### src/rtl/mem_stage.sv
// mem_stage: resolves branches, runs the data-memory req/ack handshake
// and builds the MEM/WB word for write-back.
module mem_stage #(
  parameter int N       = 24,
  parameter int BW      = 16 + 2 * N,
  parameter int WB_W    = 6 + 2 * N,
  parameter int TIMEOUT = 15
) (
  input  logic            clk,
  input  logic            rst,
  input  logic            en,
  input  logic            flush,
  input  logic [BW-1:0]   exMem,
  input  logic [N-1:0]    memRdata,
  input  logic            memAck,
  output logic            memReq,
  output logic            memWe,
  output logic [N-1:0]    memAddr,
  output logic [N-1:0]    memWdata,
  output logic            stall,
  output logic            branchTaken,
  output logic [N-1:0]    branchTarget,
  output logic            memError,
  output logic [WB_W-1:0] memWb
);

  localparam int CW = $clog2(TIMEOUT + 1);
  localparam int HW = 3 + 2 * N + 4;

  typedef enum logic [1:0] {
    IDLE,
    ACCESS,
    DONE
  } state_t;

  state_t r_state;
  state_t w_state_nxt;

  // EX/MEM word: {opType, opCode, zero, neg, branchFlag, memWrite,
  // memToReg, regWrite, aluResult, Rc[3:0], rd3}
  logic [1:0]   w_op;
  logic         w_zero;
  logic         w_neg;
  logic         w_bf;
  logic         w_mw;
  logic         w_mtr;
  logic         w_rw;
  logic [N-1:0] w_alu;
  logic [3:0]   w_rc;
  logic [N-1:0] w_rd3;
  logic         w_memop;
  logic         w_cond;
  logic         w_unused;

  assign w_op   = exMem[2*N+11:2*N+10];
  assign w_zero = exMem[2*N+9];
  assign w_neg  = exMem[2*N+8];
  assign w_bf   = exMem[2*N+7];
  assign w_mw   = exMem[2*N+6];
  assign w_mtr  = exMem[2*N+5];
  assign w_rw   = exMem[2*N+4];
  assign w_alu  = exMem[2*N+3:N+4];
  assign w_rc   = exMem[N+3:N];
  assign w_rd3  = exMem[N-1:0];
  assign w_unused = ^exMem[BW-1:2*N+12];

  assign w_memop = w_mw | w_mtr;

  // Held copy keeps only the fields an access needs.
  logic [HW-1:0] r_held;
  logic          h_mw;
  logic          h_mtr;
  logic          h_rw;
  logic [N-1:0]  h_alu;
  logic [3:0]    h_rc;
  logic [N-1:0]  h_rd3;

  assign h_mw  = r_held[HW-1];
  assign h_mtr = r_held[HW-2];
  assign h_rw  = r_held[HW-3];
  assign h_alu = r_held[2*N+3:N+4];
  assign h_rc  = r_held[N+3:N];
  assign h_rd3 = r_held[N-1:0];

  logic [CW-1:0]   r_cnt;
  logic [CW-1:0]   w_cnt_nxt;
  logic [CW-1:0]   w_cnt_inc;
  logic            r_squash;
  logic            w_sq_nxt;
  logic            w_sq;
  logic [N-1:0]    r_rdata;
  logic [N-1:0]    w_ld_data;
  logic [WB_W-1:0] r_wb;
  logic [WB_W-1:0] w_wb_nxt;
  logic            w_wb_we;
  logic            w_held_we;
  logic            w_rdata_we;
  logic            r_err;
  logic            w_err_set;

  assign w_sq      = r_squash | flush;
  assign w_ld_data = h_mw ? '0 : memRdata;
  assign w_cnt_inc = (r_cnt == CW'(TIMEOUT)) ? r_cnt
                                             : r_cnt + CW'(1);

  // Branch condition selected by opCode[1:0].
  always_comb begin
    w_cond = 1'b0;
    unique case (w_op)
      2'b00: w_cond = 1'b1;
      2'b01: w_cond = w_zero;
      2'b10: w_cond = ~w_zero;
      2'b11: w_cond = w_neg;
    endcase
  end

  // Next state, memory port drive and MEM/WB update selection.
  always_comb begin
    w_state_nxt = r_state;
    w_cnt_nxt   = r_cnt;
    w_sq_nxt    = w_sq;
    w_wb_we     = 1'b0;
    w_wb_nxt    = '0;
    w_held_we   = 1'b0;
    w_rdata_we  = 1'b0;
    w_err_set   = 1'b0;
    memReq      = 1'b0;
    stall       = 1'b0;
    branchTaken = 1'b0;
    memAddr     = h_alu;
    memWdata    = h_rd3;
    memWe       = h_mw;
    case (r_state)
      IDLE: begin
        memAddr     = w_alu;
        memWdata    = w_rd3;
        memWe       = w_mw;
        stall       = w_memop & ~flush;
        branchTaken = w_bf & w_cond & ~flush;
        w_sq_nxt    = 1'b0;
        if (en && w_memop && !flush) begin
          w_state_nxt = ACCESS;
          w_held_we   = 1'b1;
          w_cnt_nxt   = '0;
          w_wb_we     = 1'b1;
        end else if (en) begin
          w_wb_we  = 1'b1;
          w_wb_nxt = {w_rw & ~flush, w_mtr & ~flush,
                      w_rc, {N{1'b0}}, w_alu};
        end
      end
      ACCESS: begin
        memReq = 1'b1;
        stall  = 1'b1;
        if (memAck) begin
          if (en) begin
            stall       = 1'b0;
            w_state_nxt = IDLE;
            w_wb_we     = 1'b1;
            if (!w_sq)
              w_wb_nxt = {h_rw, h_mtr, h_rc, w_ld_data, h_alu};
          end else begin
            w_rdata_we  = 1'b1;
            w_state_nxt = DONE;
          end
        end else begin
          w_cnt_nxt = w_cnt_inc;
          if (w_cnt_inc == CW'(TIMEOUT)) begin
            w_err_set   = 1'b1;
            w_wb_we     = 1'b1;
            w_state_nxt = IDLE;
          end
        end
      end
      DONE: begin
        stall = 1'b1;
        if (en) begin
          stall       = 1'b0;
          w_state_nxt = IDLE;
          w_wb_we     = 1'b1;
          if (!w_sq)
            w_wb_nxt = {h_rw, h_mtr, h_rc, r_rdata, h_alu};
        end
      end
      default: w_state_nxt = IDLE;
    endcase
  end

  // State, held copy, captured data, MEM/WB word and sticky error.
  always_ff @(posedge clk or negedge rst) begin
    if (!rst) begin
      r_state  <= IDLE;
      r_cnt    <= '0;
      r_squash <= 1'b0;
      r_held   <= '0;
      r_rdata  <= '0;
      r_wb     <= '0;
      r_err    <= 1'b0;
    end else begin
      r_state  <= w_state_nxt;
      r_cnt    <= w_cnt_nxt;
      r_squash <= w_sq_nxt;
      if (w_held_we)
        r_held <= {w_mw, w_mtr, w_rw, w_alu, w_rc, w_rd3};
      if (w_rdata_we)
        r_rdata <= w_ld_data;
      if (w_wb_we)
        r_wb <= w_wb_nxt;
      if (w_err_set)
        r_err <= 1'b1;
    end
  end

  assign branchTarget = w_alu;
  assign memError     = r_err;
  assign memWb        = r_wb;

endmodule

### config.mk
export PLATFORM = sky130hd
export DESIGN_NAME = mem_stage
export DESIGN_NICKNAME = d
export VERILOG_FILES = /design/src/rtl/mem_stage.sv
export SDC_FILE = /design/constraint.sdc
export NUM_CORES = 1
export LEC_CHECK = 0
export CAP_MARGIN = 20
export CELL_PAD_IN_SITES_DETAIL_PLACEMENT = 0
export CELL_PAD_IN_SITES_GLOBAL_PLACEMENT = 1
export CORE_ASPECT_RATIO = 0.8
export CORE_MARGIN = 2
export CORE_UTILIZATION = 36
export DETAILED_ROUTE_END_ITERATION = 7
export MAX_ROUTING_LAYER = met4
export PLACE_DENSITY = 0.81
export SLEW_MARGIN = 20
export SYNTH_ARGS = -nofsm -noshare
export SYNTH_HDL_FRONTEND = slang
export SYNTH_SLANG_ARGS = --single-unit
### constraint.sdc
create_clock -name clk -period 2.9 [get_ports clk]
set_clock_uncertainty 0.1 [all_clocks]
set_input_delay 0.58 -clock clk [delete_from_list [all_inputs] [get_ports clk]]
set_output_delay 0.58 -clock clk [all_outputs]
set_load 0.05 [all_outputs]
==> qor.txt <==
Ratio of cells with drive above 1 in the final layout -> 26.2%
Clock share of power -> 31.2%
Most used standard cell by instance count after synthesis -> sky130_fd_sc_hd__nand2_1
Maximum number of pins on one net before global-route repair -> 59
Antenna cells -> 0
Post-DRT Antenna Nets -> 0
Vias per cell -> 4.93
Capture point of the worst reg-to-reg path -> memWb[3]
Final net count -> 952
First-pass GRT wire length -> 29600 microns
Total number of vias -> 5562
Number of nets produced by synthesis -> 763
Worst rel slew slack -> 61.6%
Setup TNS Final -> 0 ns
Met3 routed wirelength -> 1180 microns
Crit path kind -> flop to primary output
Combined global-route utilization of all metal layers -> 18.6%
Total congestion overflow after global routing -> 0
Vertical die dimension -> 129 microns
CTS tree -> yes
TritonCTS Sinks -> 141
Share of total power in sequential cells -> 36.1%
Post-CTS setup repair buffer count -> 0
Rows -> 45
Ports placed on the boundary -> 224
Number of global-route vias before repair -> 5645
Source of the worst register-to-register timing path -> r_cnt[0]
Number of design-rule violations left by the first detailed-router iteration -> 328
Total length of routed met2 wires -> 8510 microns
Result of the run -> completed
Slew at the pin with the worst max-slew slack -> 0.576 ns
Top_reg_cell synth -> sky130_fd_sc_hd__dfrtp_1
Largest fanout of any net on the critical path -> 43
Library cell occupying the most area in the post-synthesis netlist -> sky130_fd_sc_hd__dfrtp_1
DR top layer -> met4
Horizontal extent of the die -> 161 microns
Final cycle utilization of the critical path -> 95.7%
Cell at the root of the clock tree -> sky130_fd_sc_hd__clkbuf_16
Top achievable clock speed -> 360 MHz
Top-area cell type share of the netlist area -> 49.9%
Total net switching power -> 2.59 mW
Setup-failing EPs final -> 0
Kind of capture point of the worst setup path -> primary output
Number of synthesized register bits -> 141
Drt wl/cell -> 16.3 microns
Area overhead of the layout relative to synthesis -> 39.5%
Worst EP arrival -> 2.10 ns
Last weighted congestion value of the routability-driven placer -> 0.741
Initial cell density of the core -> 37.0%
Combinational share of power -> 32.7%
Classification of the worst-slack hold path -> primary input to asynchronous set/reset pin
Worst Reg2Reg Path Length in Cells -> 6
Max-cap violations -> 0
Synth cell types -> 44
Sw Share -> 35.9%
Final Hold Fails -> 0
Insertion delay to the later sink of the worst-skew pair -> 0.42 ns
Power density over cell area -> 732 mW/mm^2
Antenna violations before repair -> 0
Number of buffers inserted by port buffering -> 219
Full die area -> 0.0208 sq mm
Number of resized instances in the post-cts repair step -> 0
Total Wirelength -> 18300 microns
TritonCTS Buffers -> 17
Kind of start point of the critical path -> flop
Post-synth ARST share -> 100%
Worst Setup Slack, final -> 0.124 ns
Internal -> 4.63 mW
Number of H-tree levels -> 4
Cts-stage hold buffer count -> 0
Setup repair after global routing missed its margin -> no
Clock slew seen by the registers of the worst setup and hold paths -> 0.06 ns
Post-DP HPWL -> 12100 microns
Top post-synthesis cells by count -> sky130_fd_sc_hd__nand2_1 (216), sky130_fd_sc_hd__dfrtp_1 (141), sky130_fd_sc_hd__mux2_2 (54)
Max-slew violation count -> 0
Setup slack of the worst register-to-register path -> 0.70 ns
Number of remaining DRC errors -> 0
Sequential share of the synthesized area -> 49.9%
Mapped Avg Cell Area -> 10.6 sq um
Standard cell core area -> 0.0191 sq mm
Crit path required time -> 2.22 ns
Cell area after synthesis -> 0.00707 sq mm
Synthesis warning total -> 0
EDFF count, synth -> 0
Worst slack after detailed placement -> 0.234 ns
Routed metal-1 wirelength -> 8440 microns
Iteration count of the initial detailed-routing pass -> 4
Final worst hold slack -> 0.0265 ns
Syn Inst Count -> 669
Cell leakage power -> 4.52 nW
Clock Path Buffers -> 2
Tmin final -> 2.78 ns
Max IR drop VDD -> 0.300 mV
Cell types with the largest area share after synthesis -> sky130_fd_sc_hd__dfrtp_1 (50%), sky130_fd_sc_hd__nand2_1 (11%), sky130_fd_sc_hd__mux2_2 (8.6%)
[metrics by stage]
stage	instance area, sq um	power, mW	utilization [%]	cells
CTS	9870	7.30	51.5	1129
finish	9870	7.23	51.5	1129
floorplan	7080	4.22	-	669
detailed placement	9260	5.01	48.4	1097
global placement	9260	4.98	48.4	1097
global route	9870	7.60	51.5	1129
[kinds of logic (layout without fill, tap and decap cells)]
logic type	Yosys count	after routing	share of synthesized area, %
fa+ha+maj	1	1	0.177
mux	78	78	13.6
simple gates	249	249	14.9
buf+inv	76	278	7.00
compound gates	124	124	14.5
flops	141	141	49.9
[sequential cells by signal (all words and copies together) (netlist names)]
name,count
r_rdata,24
memWb,54
r_state,2
r_held,55
memError,1
r_squash,1
r_cnt,4
[power by group through the flow]
| stage | clock, mW | sequential (mW) | combinational (mW) |
|---|---|---|---|
| 6_report | 2.26 | 2.61 | 2.36 |
| 5_1_grt | 2.40 | 2.66 | 2.54 |
| 4_1_cts | 2.31 | 2.60 | 2.39 |
| 3_5_place_dp | 0 | 2.63 | 2.39 |
| 3_3_place_gp | 0 | 2.62 | 2.35 |
| 2_1_floorplan | 0 | 2.78 | 1.44 |
[cell usage in the layout (no fill, tap or decap), drive strengths merged]
cell and instances:
a21oi 6, nor4b 1, mux2 77, a32o 1
o2bb2ai 24, a31oi 3, nor4bb 1, nand4bb 3
nand3b 1, a32oi 24, clkdlybuf4s50 142, or2 1
clkbuf 20, a41oi 1, and3 1, or4b 1
a22o 29, bufinv 3, nand2b 1, clkinvlp 1
clkinv 5, inv 8, nor3b 2, o221ai 1
o21a 1, o21ai 32, ha 1, nand3 10
dfrtp 141, nor3 1, buf 99, mux2i 1
nand4b 1, nor2 6, nand4 2, nor2b 1
nand2 216, a2111oi 2
[critical path, cell delays in order (launching register included)]
cell and delay, ns:
sky130_fd_sc_hd__dfrtp_1 0.56, sky130_fd_sc_hd__nor2_4 0.23, sky130_fd_sc_hd__buf_12 0.26, sky130_fd_sc_hd__mux2_2 0.39, sky130_fd_sc_hd__buf_4 0.19
[worst max-delay path by stage]
stage                          start           end  slack, ns  cells past startpoint
after global routing      r_state[1]  memWdata[10]       0.04                      4
after global placement         flush         stall       0.25                      5
after floorplan           r_state[0]   branchTaken       0.09                      4
final                     r_state[1]  memWdata[10]       0.12                      4
after CTS                 r_state[1]  memWdata[10]       0.13                      4
after detailed placement       flush      r_cnt[3]       0.23                      5
[area by class of cell]
type / instances / area [sq um]
inverter: 5 / 18.8
sequential: 141 / 3530
clock inverter: 12 / 160
fill: 1739 / 9280
timing repair buffer: 241 / 2310
clock buffer: 20 / 447
multi-input combinational: 452 / 3080
tap: 258 / 323
[routing by layer]
layer / vias up / track usage [%]
met5: - / -
met4: 0 / 5.20
met1: 2679 / 23.5
met3: 17 / 5.03
met2: 171 / 29.6
li1: 2695 / -
Note: power is estimated with default switching activity, not from simulation.
==> variant 1: new RTL, same flow settings <==
`TIMEOUT`: 15 -> 30.
--- a/src/rtl/mem_stage.sv
+++ b/src/rtl/mem_stage.sv
@@ -4,7 +4,7 @@
   parameter int N       = 24,
   parameter int BW      = 16 + 2 * N,
   parameter int WB_W    = 6 + 2 * N,
-  parameter int TIMEOUT = 15
+  parameter int TIMEOUT = 30
 ) (
   input  logic            clk,
   input  logic            rst,
Check against the original RTL: no difference found for any inputs over 4 cycles, from zero or initial values and one cycle with rst low; that may be too few to reach the edited logic, so the function may still have changed.
==> variant 1 against the unedited design <==
  * Count of clock-buffer cells in the layout rose by 1
  * Fmax is 2.3% higher
  * Sequential cell count rose by 1
  * Area after synthesis is 3.6% lower
  * Power rose by 6.2%
  * Wire length up 1.1%
  * Design area shrank 2.4%
  * Sequential share of layout area grew 1.1 points
  * Die area fell by 3.5%
  * Sequential power is 3% higher
  * Worst setup slack improved by 0.063 ns
  * Highest routed layer unchanged
==> variant 1: results (changes against the unedited design) <==
* Worst-case clock buffer depth at 2 (unchanged)
* Sequential area share after synthesis at 0.521 (was 0.499)
* Fillcell total at 1582 (was 1739)
* Worst-path clk slew at 0.06 ns (about the same)
* Iteration-0 DRC Markers at 238 (was 328)
* Reg-to-reg setup timing slack at 0.44 ns (was 0.70 ns)
* CP startpoint: r_state[0]$_DFFE_PN0P_ (was r_state[1]$_DFFE_PN0P_)
* Leak Pwr at 0.00418 uW (was 0.00452 uW)
* H-tree levels at 4 (unchanged)
* Internal at 5030 uW (was 4630 uW)
* Vias in the first global route at 5464 (was 5645)
* First-pass GRT wire length at 29400 um (was 29600 um)
* List of most frequent post-synthesis cells: dfrtp_1, mux2_2, a22o_1 (was nand2_1, dfrtp_1, mux2_2)
* Setup crit end: branchTaken (was memWdata[10])
* Area contributors post-synth: dfrtp_1, mux2_2, a22o_1, a32oi_1, o2bb2ai_1 (was dfrtp_1, nand2_1, mux2_2, mux2_4, a22o_1)
* Final Net Count at 838 (was 952)
* RR Endpoint: memWb[14]$_DFFE_PN0P_ (was memWb[3]$_DFFE_PN0P_)
* GPL Wtd Cong at 0.809 (was 0.741)
* VDD IR-drop max at 0.000431 V (was 0.000300 V)
* DR pass1 iterations at 5 (was 4)
* Max-slew headroom at 0.558 (was 0.616)
* Worst-path maximum fanout at 41 (was 43)
* Hold Path Class: in2async (unchanged)
* Gr usage total at 0.195 (was 0.186)
* Status: finished clean (unchanged)
* Max reg flops at 55 (unchanged)
* R2R cell count at 8 (was 6)
* Clk Tree Root Cell: clkbuf_16 (unchanged)
* Largest Register: r_held (unchanged)
* Dpl hpwl at 12400 um (was 12100 um)
* DR vias at 5316 (was 5562)
* Routed WL per cell at 18.4 um (was 16.3 um)
* Post-CTS setup buffers at 0 (unchanged)
* Layout cell share with drive strength beyond 1 at 0.318 (was 0.262)
* Buffers on Ports at 219 (unchanged)
* CTS resizes at 0 (unchanged)
* Fin. Hold Viols at 0 (unchanged)
* Yosys cell types at 47 (was 44)
* Syn Nets at 656 (was 763)
* Worst R2R Start: r_cnt[0]$_DFFE_PN0P_ (unchanged)
* Post-synth ARST share at 1.00 (unchanged)
* Later-pin clock latency in the skew report at 0.42 ns (about the same)
* Largest net degree at the start of global routing at 68 (was 59)
* Synth warnings at 0 (unchanged)
* Total CTS buffers at 17 (unchanged)
* Critical path data arrival time at 2.03 ns (was 2.10 ns)
* Initial antenna violation count at 1 (was 0)
* Predominant post-synthesis flop cell: dfrtp_1 (unchanged)
==> variant 1: cell types whose count changed in the layout (fill, tap and decap cells not counted), moves of 3 or more <==
cell / before / now
nand2_1: 216 / 54
mux2_2: 54 / 103
a22o_1: 29 / 57
mux2_4: 23 / 0
o2bb2ai_1: 14 / 24
o2bb2ai_2: 10 / 0
nand3_1: 10 / 2
buf_12: 11 / 6
clkbuf_8: 1 / 4
nand4bb_1: 3 / 0
==> variant 1: through the flow <==
stage	area [um2]	setup WS (ns)	hold WS (ns)	std cells
floorplan	6830	0.0585	0.184	561
global placement	8960	0.312	0.353	977
detailed placement	8960	0.217	0.364	977
CTS	9620	0.0224	0.0758	1008
global route	9630	0.0647	0.101	1009
finish	9630	0.188	0.0569	1009
==> variant 1: worst min path at each step <==
stage                    startpoint                     end  slack [ns]  cells past startpoint
2_1_floorplan                   rst    memError$_DFFE_PN0P_        0.18                      0
3_3_place_gp   memError$_DFFE_PN0P_    memError$_DFFE_PN0P_        0.35                      1
3_5_place_dp   memError$_DFFE_PN0P_    memError$_DFFE_PN0P_        0.36                      1
4_1_cts                         rst  r_held[50]$_DFFE_PN0P_        0.08                      1
5_1_grt                         rst   memWb[22]$_DFFE_PN0P_        0.10                      1
6_report                        rst  r_held[50]$_DFFE_PN0P_        0.06                      1
==> variant 1: layout make-up <==
type                            instances  area share
Clock inverter                         10      0.0190
Tap cell                              253      0.0329
Timing Repair Buffer                  235       0.229
Clock buffer                           21      0.0499
Multi-Input combinational cell        343       0.299
Antenna cell                            1    0.000260
Sequential cell                       142       0.369
Inverter                                4     0.00156
==> variant 1: cells by family after synthesis <==
logic type / synth area share
AO/OA/AOI/OAI: 0.185
adder cells (fa/ha/maj): 0.00367
buffers and inverters: 0.0622
flip-flops: 0.521
multiplexers: 0.172
AND/OR/NAND/NOR: 0.0567
==> variant 1: power groups by stage <==
stage	sequential, uW	combinational, uW	clock (uW)
after global placement	2680	2530	0
after CTS	2680	2580	2500
final	2680	2550	2440
after global routing	2730	2710	2610
after detailed placement	2700	2570	0
after floorplan	2920	1500	0
==> variant 1: worst max-delay path, stage by stage (launching register included) <==
cell and delay [ns]:
dfrtp_1 0.53, nor2_4 0.20, buf_12 0.25, nor4bb_2 0.43, buf_12 0.19
==> variant 1: layer usage <==
layer / track usage / vias up / share of wire / routed length (um)
li1: - / 2451 / - / -
met1: 0.246 / 2652 / 0.44 / 8120
met2: 0.302 / 191 / 0.48 / 8810
met3: 0.0614 / 22 / 0.072 / 1340
met4: 0.0583 / 0 / 0.015 / 286
met5: - / - / 0 / 0
==> variant 2: new RTL, same settings <==
Made on the original files. Encoding of `state_t`: now one-hot (3 bits for 3 states).
--- a/src/rtl/mem_stage.sv
+++ b/src/rtl/mem_stage.sv
@@ -27,10 +27,10 @@
   localparam int CW = $clog2(TIMEOUT + 1);
   localparam int HW = 3 + 2 * N + 4;
 
-  typedef enum logic [1:0] {
-    IDLE,
-    ACCESS,
-    DONE
+  typedef enum logic [2:0] {
+    IDLE   = 3'b001,
+    ACCESS = 3'b010,
+    DONE   = 3'b100
   } state_t;
 
   state_t r_state;
Behaviour: same outputs for any inputs over 4 cycles, from zero or initial values and one cycle with rst low; so few cycles prove little.
==> variant 2 against the unedited design <==
  * Non-clock buffer count up 7
  * Area after synthesis up 0.42%
  * Fmax down 0.58%
  * Clock power down 5%
  * Wire length up 7.6%
  * Register-to-register slack about the same
  * Sequential cell count up 1
  * Design area up 0.16%
  * Power down 7.4%
  * Worst setup slack worse by 0.016 ns
  * Count of clock-buffer cells in the layout unchanged
  * Critical endpoint is now memWdata[15]
  * Largest cell class unchanged
  * Largest power group unchanged
==> variant 2: results (changes against the unedited design) <==
* Status: finished clean (unchanged)
* H-tree levels at 4 (unchanged)
* DR pass1 iterations at 5 (was 4)
* VDD IR-drop max at 0.000406 V (was 0.000300 V)
* Syn Nets at 721 (was 763)
* Later-pin clock latency in the skew report at between 0.4 and 0.5 ns
* Final setup viols at 0 (unchanged)
* Critical Path Max Stage Delay at 0.55 ns
* Buffers on Ports at 219 (unchanged)
* Iteration-0 DRC Markers at 313 (was 328)
* Predominant post-synthesis flop cell: dfrtp_1 (unchanged)
* Max-slew headroom at 0.551 (was 0.616)
* Clk Tree Root Cell: clkbuf_16 (unchanged)
* Final cell count without fillers at 1085 (was 1129)
* R2R cell count at 6 (unchanged)
* Leak Pwr at 0.00415 uW (was 0.00452 uW)
* Largest Register: r_held (unchanged)
* Gate Count Post-Synth at 627 (was 669)
* Final Net Count at 907 (was 952)
* Post-synth ARST share at 1.00 (unchanged)
* Initial antenna violation count at 1 (was 0)
* Grt total ovfl at 0 (unchanged)
* Worst path slowest cell: dfstp_2 (was dfrtp_1)
* Synth warnings at 0 (unchanged)
* Total Wirelength at 19800 um (was 18300 um)
* Yosys cell types at 52 (was 44)
* Synth top area share at 0.497 (was 0.499)
* Reg-to-reg setup timing slack at 0.70 ns (about the same)
* First-pass GRT wire length at 31800 um (was 29600 um)
* Area contributors post-synth: dfrtp_1, mux2_2, nand3_1, buf_4, a32oi_1 (was dfrtp_1, nand2_1, mux2_2, mux2_4, a22o_1)
* Total CTS buffers at 17 (unchanged)
* Sequential area share after synthesis at 0.500 (was 0.499)
* Worst R2R Start: r_cnt[0]$_DFFE_PN0P_ (unchanged)
* Worst-path maximum fanout at 17 (was 43)
* Placed cell count at 1048 (was 1097)
* GPL Wtd Cong at 0.766 (was 0.741)
* Critical path data arrival time at 2.11 ns
* List of most frequent post-synthesis cells: dfrtp_1, mux2_2, nand3_1 (was nand2_1, dfrtp_1, mux2_2)
* Largest net degree at the start of global routing at 71 (was 59)
* Worst-path clk slew at 0.06 ns (about the same)
* Dpl hpwl at 12800 um (was 12100 um)
* Fillcell total at 1740 (was 1739)
* Vias in the first global route at 5983 (was 5645)
* Gr usage total at 0.199 (was 0.186)
* RR Endpoint: memWb[43]$_DFFE_PN0P_ (was memWb[3]$_DFFE_PN0P_)
* Vias per cell at 5.40 (was 4.93)
* Hold Path Class: in2async (unchanged)
* Max reg flops at 55 (unchanged)
* Worst-case clock buffer depth at 2 (unchanged)
* Layout cell share with drive strength beyond 1 at 0.334 (was 0.262)
variant 2: critical path, delay by kind of cell (launching register included):
family | cells | cell delay, ns
buffers and inverters | 3 | 0.57
flip-flops | 1 | 0.55
multiplexers | 1 | 0.37
AND/OR/NAND/NOR | 1 | 0.20
variant 2: timing repair:
action / CTS / global route
gates resized for setup: 1 / 1
setup endpoints to repair: 48 / 13
endpoints found under the hold margin: 0 / 0
gates cloned: 1 / 0
setup buffers: 3 / 0
variant 2: cells by family (layout without fill, tap and decap cells):
kind of cell / Yosys count / in the layout / share of synthesized area
AOI/OAI and AO/OA: 160 / 160 / 0.162
xor gates and xnor gates: 1 / 1 / 0.00123
adders and majority gates: 1 / 1 / 0.00176
buffers and inverters: 85 / 284 / 0.0740
DFF: 142 / 142 / 0.500
muxes: 105 / 105 / 0.166
other: 0 / 1 / 0
and+or+nand+nor: 133 / 133 / 0.0949
variant 2: power by group:
part / total [uW] / leakage, uW / internal [uW] / switching [uW]
clock network: 2140 / 0.000275 / 1280 / 860
logic: 2080 / 0.00205 / 810 / 1270
registers: 2470 / 0.00182 / 2290 / 184
variant 2: worst max-delay path by stage:
stage                      startpoint            to  slack, ns  cells after the start
2_1_floorplan                      en         stall       0.23                      2
3_3_place_gp                    flush         stall       0.14                      7
3_5_place_dp                    flush         stall       0.16                      7
4_1_cts        r_state[0]$_DFFE_PN1P_    memAddr[1]       0.03                      5
5_1_grt                         flush         stall       0.01                      7
6_report       r_state[0]$_DFFE_PN1P_  memWdata[15]       0.11                      5
variant 2: cell type report:
cell class,instances,area (um2),share of cell area
timing repair buffer,248,2350,0.238
clock inverter,12,138,0.0139
antenna,1,2.50,0.000253
clock buffer,20,437,0.0442
multi-input combinational,400,3060,0.310
tap,258,323,0.0327
sequential,142,3550,0.360
inverter,4,16.3,0.00165
variant 2: stage by stage:
stage	worst slack [ns]	hold slack, ns	area [um2]	power (uW)
floorplan	0.227	0.184	7100	3870
global placement	0.140	0.363	9250	4520
detailed placement	0.156	0.373	9250	4570
CTS	0.0302	0.0919	9890	6760
global route	0.0143	0.106	9880	7000
finish	0.108	0.0609	9880	6690
variant 2: routing by layer:
| layer | global-route usage | vias up | wire length, um |
|---|---|---|---|
| met2 | 0.317 | 241 | 9510 |
| met5 | - | - | 0 |
| li1 | - | 2682 | - |
| met1 | 0.253 | 2911 | 8610 |
| met4 | 0.0709 | 0 | 390 |
| met3 | 0.0419 | 26 | 1240 |
